**src/rtl/crossbar.sv**
```systemverilog
// Router switch-traversal stage: steers each input port's flit to the output port
// named by its one-hot destination grant, with an optional registered output stage.
module crossbar #(
    parameter        TOPOLOGY                  = "MESH",
    parameter int    V                         = 4,
    parameter int    P                         = 5,
    parameter int    Fpay                      = 32,
    parameter        MUX_TYPE                  = "ONE_HOT",
    parameter int    ADD_PIPREG_AFTER_CROSSBAR = 0,
    parameter        SSA_EN                    = "YES"
) (
    input  logic                        clk,
    input  logic                        reset,
    input  logic [P*(P-1)-1:0]          granted_dest_port_all,
    input  logic [P*(2+V+Fpay)-1:0]     flit_in_all,
    input  logic [P-1:0]                ssa_flit_wr_all,
    output logic [P*(2+V+Fpay)-1:0]     flit_out_all,
    output logic [P-1:0]                flit_out_we_all
);

    localparam int FW   = 2 + V + Fpay;
    localparam int PM1  = P - 1;
    localparam int IDXW = (P > 1) ? $clog2(P) : 1;

    // The datapath is identical for every topology; only the name is screened here.
    if (!(TOPOLOGY == "MESH" || TOPOLOGY == "TORUS" || TOPOLOGY == "RING" ||
          TOPOLOGY == "LINE" || TOPOLOGY == "FATTREE")) begin : g_unsupported_topology
    end

    logic [FW-1:0]   w_flit_in  [P];
    logic [PM1-1:0]  w_grant_in [P];
    logic [P*FW-1:0] w_flit_out;
    logic [P-1:0]    w_grant_out;
    logic [P-1:0]    w_ssa;
    logic [P-1:0]    w_we;
    logic [P*FW-1:0] r_flit_out;
    logic [P-1:0]    r_we;

    for (genvar gi = 0; gi < P; gi++) begin : g_split
        assign w_flit_in[gi]  = flit_in_all[gi*FW +: FW];
        assign w_grant_in[gi] = granted_dest_port_all[gi*PM1 +: PM1];
    end

    for (genvar go = 0; go < P; go++) begin : g_out
        logic [PM1-1:0] w_req;
        logic [FW-1:0]  w_mux;

        // Request bit j of output go belongs to the j-th input when input go is skipped.
        for (genvar gi = 0; gi < P; gi++) begin : g_req
            if (gi != go) begin : g_bit
                localparam int REQ_IDX = (gi < go) ? gi : gi - 1;
                localparam int GNT_IDX = (go < gi) ? go : go - 1;
                assign w_req[REQ_IDX] = w_grant_in[gi][GNT_IDX];
            end
        end

        assign w_grant_out[go] = |w_req;

        if (MUX_TYPE == "BINARY") begin : g_bin
            logic [IDXW-1:0] w_src;
            // Descending scan so the lowest contributing input is left in w_src.
            always_comb begin
                w_src = '0;
                for (int j = PM1 - 1; j >= 0; j--) begin
                    if (w_req[j]) begin
                        w_src = IDXW'((j < go) ? j : j + 1);
                    end
                end
            end
            assign w_mux = w_grant_out[go] ? w_flit_in[w_src] : '0;
        end else begin : g_onehot
            always_comb begin
                w_mux = '0;
                for (int j = 0; j < PM1; j++) begin
                    w_mux = w_mux | ({FW{w_req[j]}} & w_flit_in[(j < go) ? j : j + 1]);
                end
            end
        end

        assign w_flit_out[go*FW +: FW] = w_mux;
    end

    assign w_ssa = (SSA_EN == "YES") ? ssa_flit_wr_all : '0;
    assign w_we  = w_grant_out | w_ssa;

    // Register is harmless when unused; it is trimmed if the bypass path is selected.
    always_ff @(posedge clk or posedge reset) begin
        if (reset) begin
            r_flit_out <= '0;
            r_we       <= '0;
        end else begin
            r_flit_out <= w_flit_out;
            r_we       <= w_we;
        end
    end

    assign flit_out_all    = (ADD_PIPREG_AFTER_CROSSBAR != 0) ? r_flit_out : w_flit_out;
    assign flit_out_we_all = (ADD_PIPREG_AFTER_CROSSBAR != 0) ? r_we       : w_we;

endmodule

```
**config.mk**
```make
export PLATFORM = sky130hd
export DESIGN_NAME = crossbar
export DESIGN_NICKNAME = d
export VERILOG_FILES = /design/src/rtl/crossbar.sv
export SDC_FILE = /design/constraint.sdc
export NUM_CORES = 1
export LEC_CHECK = 0
export CAP_MARGIN = 20
export CELL_PAD_IN_SITES_DETAIL_PLACEMENT = 0
export CELL_PAD_IN_SITES_GLOBAL_PLACEMENT = 1
export CORE_ASPECT_RATIO = 0.5
export CORE_MARGIN = 2
export CORE_UTILIZATION = 17
export DETAILED_ROUTE_END_ITERATION = 16
export GPL_TIMING_DRIVEN = 1
export PLACE_DENSITY_LB_ADDON = 0.1
export SLEW_MARGIN = 20
export SYNTH_ARGS = -nofsm -noshare
export SYNTH_HDL_FRONTEND = slang
export SYNTH_SLANG_ARGS = --single-unit
```
**constraint.sdc**
```tcl
create_clock -name vclk -period 0.8
set_clock_uncertainty 0.15 [all_clocks]
set_input_delay 0.08 -clock vclk [all_inputs]
set_output_delay 0.08 -clock vclk [all_outputs]
set_load 0.005 [all_outputs]
```
==> results.txt, run 1 <==
Fmax: 892 MHz
Clock buf count: 0
Post-synthesis instance area: 4220 sq um
Leakage: 4.95 nW
CP max stage cell: buf_12
Crit path cell chain: buf_12 -> buf_12 -> buf_12 -> a22oi_2 -> nand2_1 -> buf_2
GRT Total Usage: 0.325
Share of layout cells above drive strength 1: 0.752
I/O Buffers: 410
Reg power frac: 0
Min-Delay Path Class: in2out
Switching Power: 4.03 mW
Max transition margin: 0.829
Area growth syn-to-layout: 188%
Seq_cells: 0
Worst slack at placement: -0.873 ns
PwrDens: 681 nW/um^2
Post-route ant nets: 0
CP Class: in2out
1st-iter DRT viols: 817
FILL cells: 2344
DP HPWL: 26500 um
Synth area leader: a22oi_1
# setup viols final: 195
Area post-placement: 9090 sq um
Critical path's largest stage delay: 0.15 ns
Core area: 24200 sq um
Seq/Total Area, Yosys: 0
Worst VDD drop: 0.223 mV
Die width: 227 um
Top post-synthesis cells by area: a22oi_1 (68%), nand2_1 (17%), buf_6 (7.5%), buf_2 (4.9%), buf_4 (1.6%)
Antenna cells: 0
Final hold violations: 0
CP Launch Type: input pin
First-pass GRT wire length: 62100 um
Crit-path max FO: 8
Final RePlAce weighted congestion: 0.859
Most used cell, CP: buf_12
I/O pin cnt: 412
Register area: 0 sq um
Avg Cell Area, Syn: 6.35 sq um
Finished Cell Area: 12100 sq um
Yosys warns: 0
Unrepaired setup endpoints after global routing: true
DRT Wirelength: 45200 um
Final setup TNS: -43.74 ns
Failing checks: negative setup slack
Row count: 40
DIE AREA: 26200 sq um
Worst Path Arrival: 0.89 ns
Synth unique cells: 8
Antenna violations before repair: 0
Largest net degree at the start of global routing: 18
Via Count: 8589
P_int: 4.25 mW
Residual DRC: 0
Final Core Density: 0.503
Crit. End Element: output pin
Final Cycle Share: 1.40
Placed Cells: 1396
Starting density of the core: 0.175
Wire per inst: 30.1 um
Worst Path Required: 0.57 ns
Cell Count, Final, Fillers Out: 1502
Gr ovfl total: 0
Clock network fraction of total power: 0
Top-area cell type share of the netlist area: 0.675
Vias per cell: 5.72
Number of global-route vias before repair: 8908
Max_cap viols: 0
Combinational share of power: 1.000
Slew at the pin closest to its max-slew limit: 0.257 ns
Status: finished, violations left
Slew Viols, Final: 0
Final worst setup slack: -0.321 ns
Final min period: 1.12 ns
Synth Instances: 665
Nets: 1385
DRT Pass-1 Iters: 5
Sw frac: 0.487
Syn_nets: 882
Height of the die: 115 um
Cts hold-fix bufs: 0
-- placed cells by master (no fill, tap or decap) --
cell type        instances
buf_2                  194
nand2_1                192
nor3_4                   3
buf_6                   30
clkbuf_16                3
a22oi_2                325
clkdlybuf4s50_1          1
dlygate4sd2_1           17
clkbuf_2                77
buf_12                  95
buf_16                  46
nor2_1                   5
clkdlybuf4s15_1         18
bufbuf_16                1
nor3_2                   2
a22oi_1                 55
buf_4                   10
dlymetal6s2s_1           1
clkdlybuf4s15_2         79
buf_8                    9
nand2_2                  3
-- layer usage --
metal  track usage  vias to the layer above  wire (um)
met4        0.0947                        0       1170
met2         0.516                      474      20600
li1              -                     3743          -
met1         0.436                     4286      19200
met5             0                        -          0
met3        0.0834                       86       4220
-- critical path, delay by kind of cell --
family                 cells  cell delay, ns
buffers and inverters      4            0.56
AO/OA/AOI/OAI              1            0.14
AND/OR/NAND/NOR            1            0.10
-- path summary, 6_finish.rpt --
| kind | to | from | depth (start not counted) | slack (ns) |
|---|---|---|---|---|
| worst min-delay path | flit_out_we_all[1] | ssa_flit_wr_all[1] | 4 | 0.33 |
| worst max-delay path | flit_out_all[86] | granted_dest_port_all[1] | 6 | -0.32 |
-- per-stage QoR --
step	power, mW	hold slack (ns)
after floorplan	2.15	0.0838
after detailed placement	6.41	0.900
after global routing	8.64	0.380
after CTS	7.97	0.376
after global placement	6.45	0.905
final	8.28	0.335
-- final cells by class --
cell class	instances	area, sq um	share of cell area
Timing Repair Buffer	581	6420	0.529
Multi-Input combinational cell	585	5310	0.437
Tap cell	336	420	0.0346
-- synth_stat cells --
master,n
nor2_1,5
buf_4,9
a22oi_1,380
nor3_1,5
nand2_1,195
buf_2,41
clkbuf_1,2
buf_6,28
-- power groups by stage --
stage	registers (mW)	logic [mW]	clock network (mW)
global route	0	8.64	0
finish	0	8.28	0
detailed placement	0	6.41	0
floorplan	0	2.15	0
global placement	0	6.45	0
CTS	0	7.97	0
-- logic make-up (layout without fill, tap and decap cells) --
| family | count (synthesis) | count (layout) | synth area share |
|---|---|---|---|
| buffers and inverters | 80 | 581 | 0.141 |
| AND/OR/NAND/NOR | 205 | 205 | 0.184 |
| AO/OA/AOI/OAI | 380 | 380 | 0.675 |
-- timing repair --
action,in CTS,in global routing
gates resized for setup,1665,195
pin swaps,266,183
setup endpoints to repair,195,195
setup buffers,48,17
gates cloned,48,3
Note: power is estimated with default switching activity, not from simulation.
==> run 2: changes to the inputs <==
--- a/config.mk
+++ b/config.mk
@@ -10,7 +10,7 @@
 export CELL_PAD_IN_SITES_GLOBAL_PLACEMENT = 1
 export CORE_ASPECT_RATIO = 0.5
 export CORE_MARGIN = 2
-export CORE_UTILIZATION = 17
+export CORE_UTILIZATION = 21
 export DETAILED_ROUTE_END_ITERATION = 16
 export GPL_TIMING_DRIVEN = 1
 export PLACE_DENSITY_LB_ADDON = 0.1
==> constraint.sdc (replaced) <==
create_clock -name vclk -period 1.3
set_clock_uncertainty 0.15 [all_clocks]
set_input_delay 0.13 -clock vclk [all_inputs]
set_output_delay 0.13 -clock vclk [all_outputs]
set_load 0.005 [all_outputs]
==> run 2 against run 1 <==
Against the previous run:
- the run still ends with negative setup slack left
- wire length decreased by 20%
- flip-flop and latch count unchanged
- count of clock-buffer cells in the layout unchanged
- global-route usage decreased by 0.71 points
- total power decreased by 54%
- worst setup slack improved by 0.31 ns
- critical endpoint is now flit_out_all[172]
- largest power group unchanged
==> results.txt, run 2 (same netlist as run 1, synthesis figures left out) <==
I/O pin cnt: 412
Largest net degree at the start of global routing: 21
Final worst setup slack: -0.00606 ns
Final RePlAce weighted congestion: 0.905
Met3 Use GR: 0.0661
I/O Buffers: 410
Die width: 205 um
Cts hold-fix bufs: 0
CP Class: in2out
Critical path's largest stage delay: 0.29 ns
Antenna violations before repair: 3
Fmax: 766 MHz
DRT Pass-1 Iters: 7
DP HPWL: 24900 um
Hold WS: 0.522 ns
GRT Total Usage: 0.318
Via Count: 8129
Final Cycle Share: 1.00
Highest-count cells in the layout ignoring fill and taps: dlygate4sd2_1 (323), a22oi_1 (279), nand2_1 (195)
CP Launch Type: input pin
Most common cell after layout, fill and taps aside: dlygate4sd2_1
Max_cap viols: 0
Crit. End Element: output pin
Busiest grt layer: met2
Starting density of the core: 0.216
Number of global-route vias before repair: 8160
1st-iter DRT viols: 682
FILL cells: 2121
Met2 Track Usage GR: 0.513
Slew Viols, Final: 0
Unrepaired setup endpoints after global routing: true
Vias per cell: 5.99
Worst VDD drop: 0.139 mV
Max transition margin: 0.838
Height of the die: 104 um
Post-route ant nets: 0
Register area: 0 sq um
Gr ovfl total: 0
Slew at the pin closest to its max-slew limit: 0.243 ns
First-pass GRT wire length: 52400 um
Leakage: 4.22 nW
Share of layout cells above drive strength 1: 0.238
# setup viols final: 1
Wire per inst: 26.7 um
Min-Delay Path Class: in2out
Met1 Use GR: 0.424
Nets: 1308
PwrDens: 398 nW/um^2
CP max stage cell: dlygate4sd2_1
Worst Path Required: 1.02 ns
Status: finished, violations left
Multi-input gate area: 4140 sq um
Worst Path Arrival: 1.03 ns
Final setup TNS: -0.00606 ns
Residual DRC: 0
Crit-path max FO: 4
Core area: 19600 sq um
Area growth syn-to-layout: 126%
DRT Wirelength: 36200 um
Failing checks: negative setup slack
Row count: 36
Final hold violations: 0
DIE AREA: 21300 sq um
Most used cell, CP: dlygate4sd2_1
Crit path cell chain: dlygate4sd2_1 -> a22oi_1 -> nand2_1 -> dlygate4sd2_1
Clock buf count: 0
Final min period: 1.31 ns
Seq_cells: 0
run 2: cell types whose count changed in the layout (fill, tap and decap cells not counted), moves of 25 or more:
| cell | change |
|---|---|
| a22oi_1 | +224 |
| a22oi_2 | -224 |
| buf_12 | -45 |
| buf_16 | -37 |
| buf_2 | -170 |
| buf_4 | +25 |
| clkbuf_2 | -55 |
| clkdlybuf4s15_2 | -79 |
| dlygate4sd2_1 | +306 |
run 2: worst paths after layout:
check | start | end | slack, ns | cells after the start
worst max-delay path | flit_in_all[96] | flit_out_all[172] | -0.006 | 4
worst min-delay path | flit_in_all[186] | flit_out_all[110] | 0.52 | 4
run 2: through the flow:
step | setup slack [ns] | area [sq um] | std cells | power (mW) | util
finish | -0.00606 | 9530 | 1358 | 3.80 | 0.486
global route | -0.0271 | 9530 | 1357 | 4.03 | 0.486
CTS | -0.160 | 9160 | 1353 | 3.60 | 0.467
detailed placement | -0.419 | 9030 | 1323 | 3.91 | 0.461
global placement | -0.430 | 9030 | 1323 | 3.91 | 0.461
floorplan | 0.386 | 4220 | 665 | 1.31 | -
run 2: power breakdown:
group | switching, mW | total [mW] | internal [mW] | leakage [nW]
Combinational | 1.91 | 3.80 | 1.89 | 4.22
Clock | 0 | 0.000000309 | 0.000000309 | 0.0000190
Sequential | 0 | 0 | 0 | 0
Total | 1.91 | 3.80 | 1.89 | 4.22
run 2: per-layer routing:
layer | vias to the layer above | routed length [um]
li1 | 3551 | -
met1 | 3970 | 14900
met2 | 542 | 16800
met3 | 66 | 3640
met4 | 0 | 900
met5 | - | 0
run 2: layout make-up:
cell class / instances / share of cell area
multi-input cells: 585 / 0.435
well taps: 266 / 0.0349
diodes: 3 / 0.000788
repair buffers: 504 / 0.529
run 2: what timing repair did:
action,4_1_cts,5_1_grt
gates cloned,9,2
setup endpoints to repair,195,104
pin swaps,6,14
buffers inserted,21,0
resized for setup,530,128
run 2: critical path: cells and delay by family:
kind | cells | cell delay, ns
AND/OR/NAND/NOR | 1 | 0.10
AO/OA/AOI/OAI | 1 | 0.22
buffers and inverters | 2 | 0.57
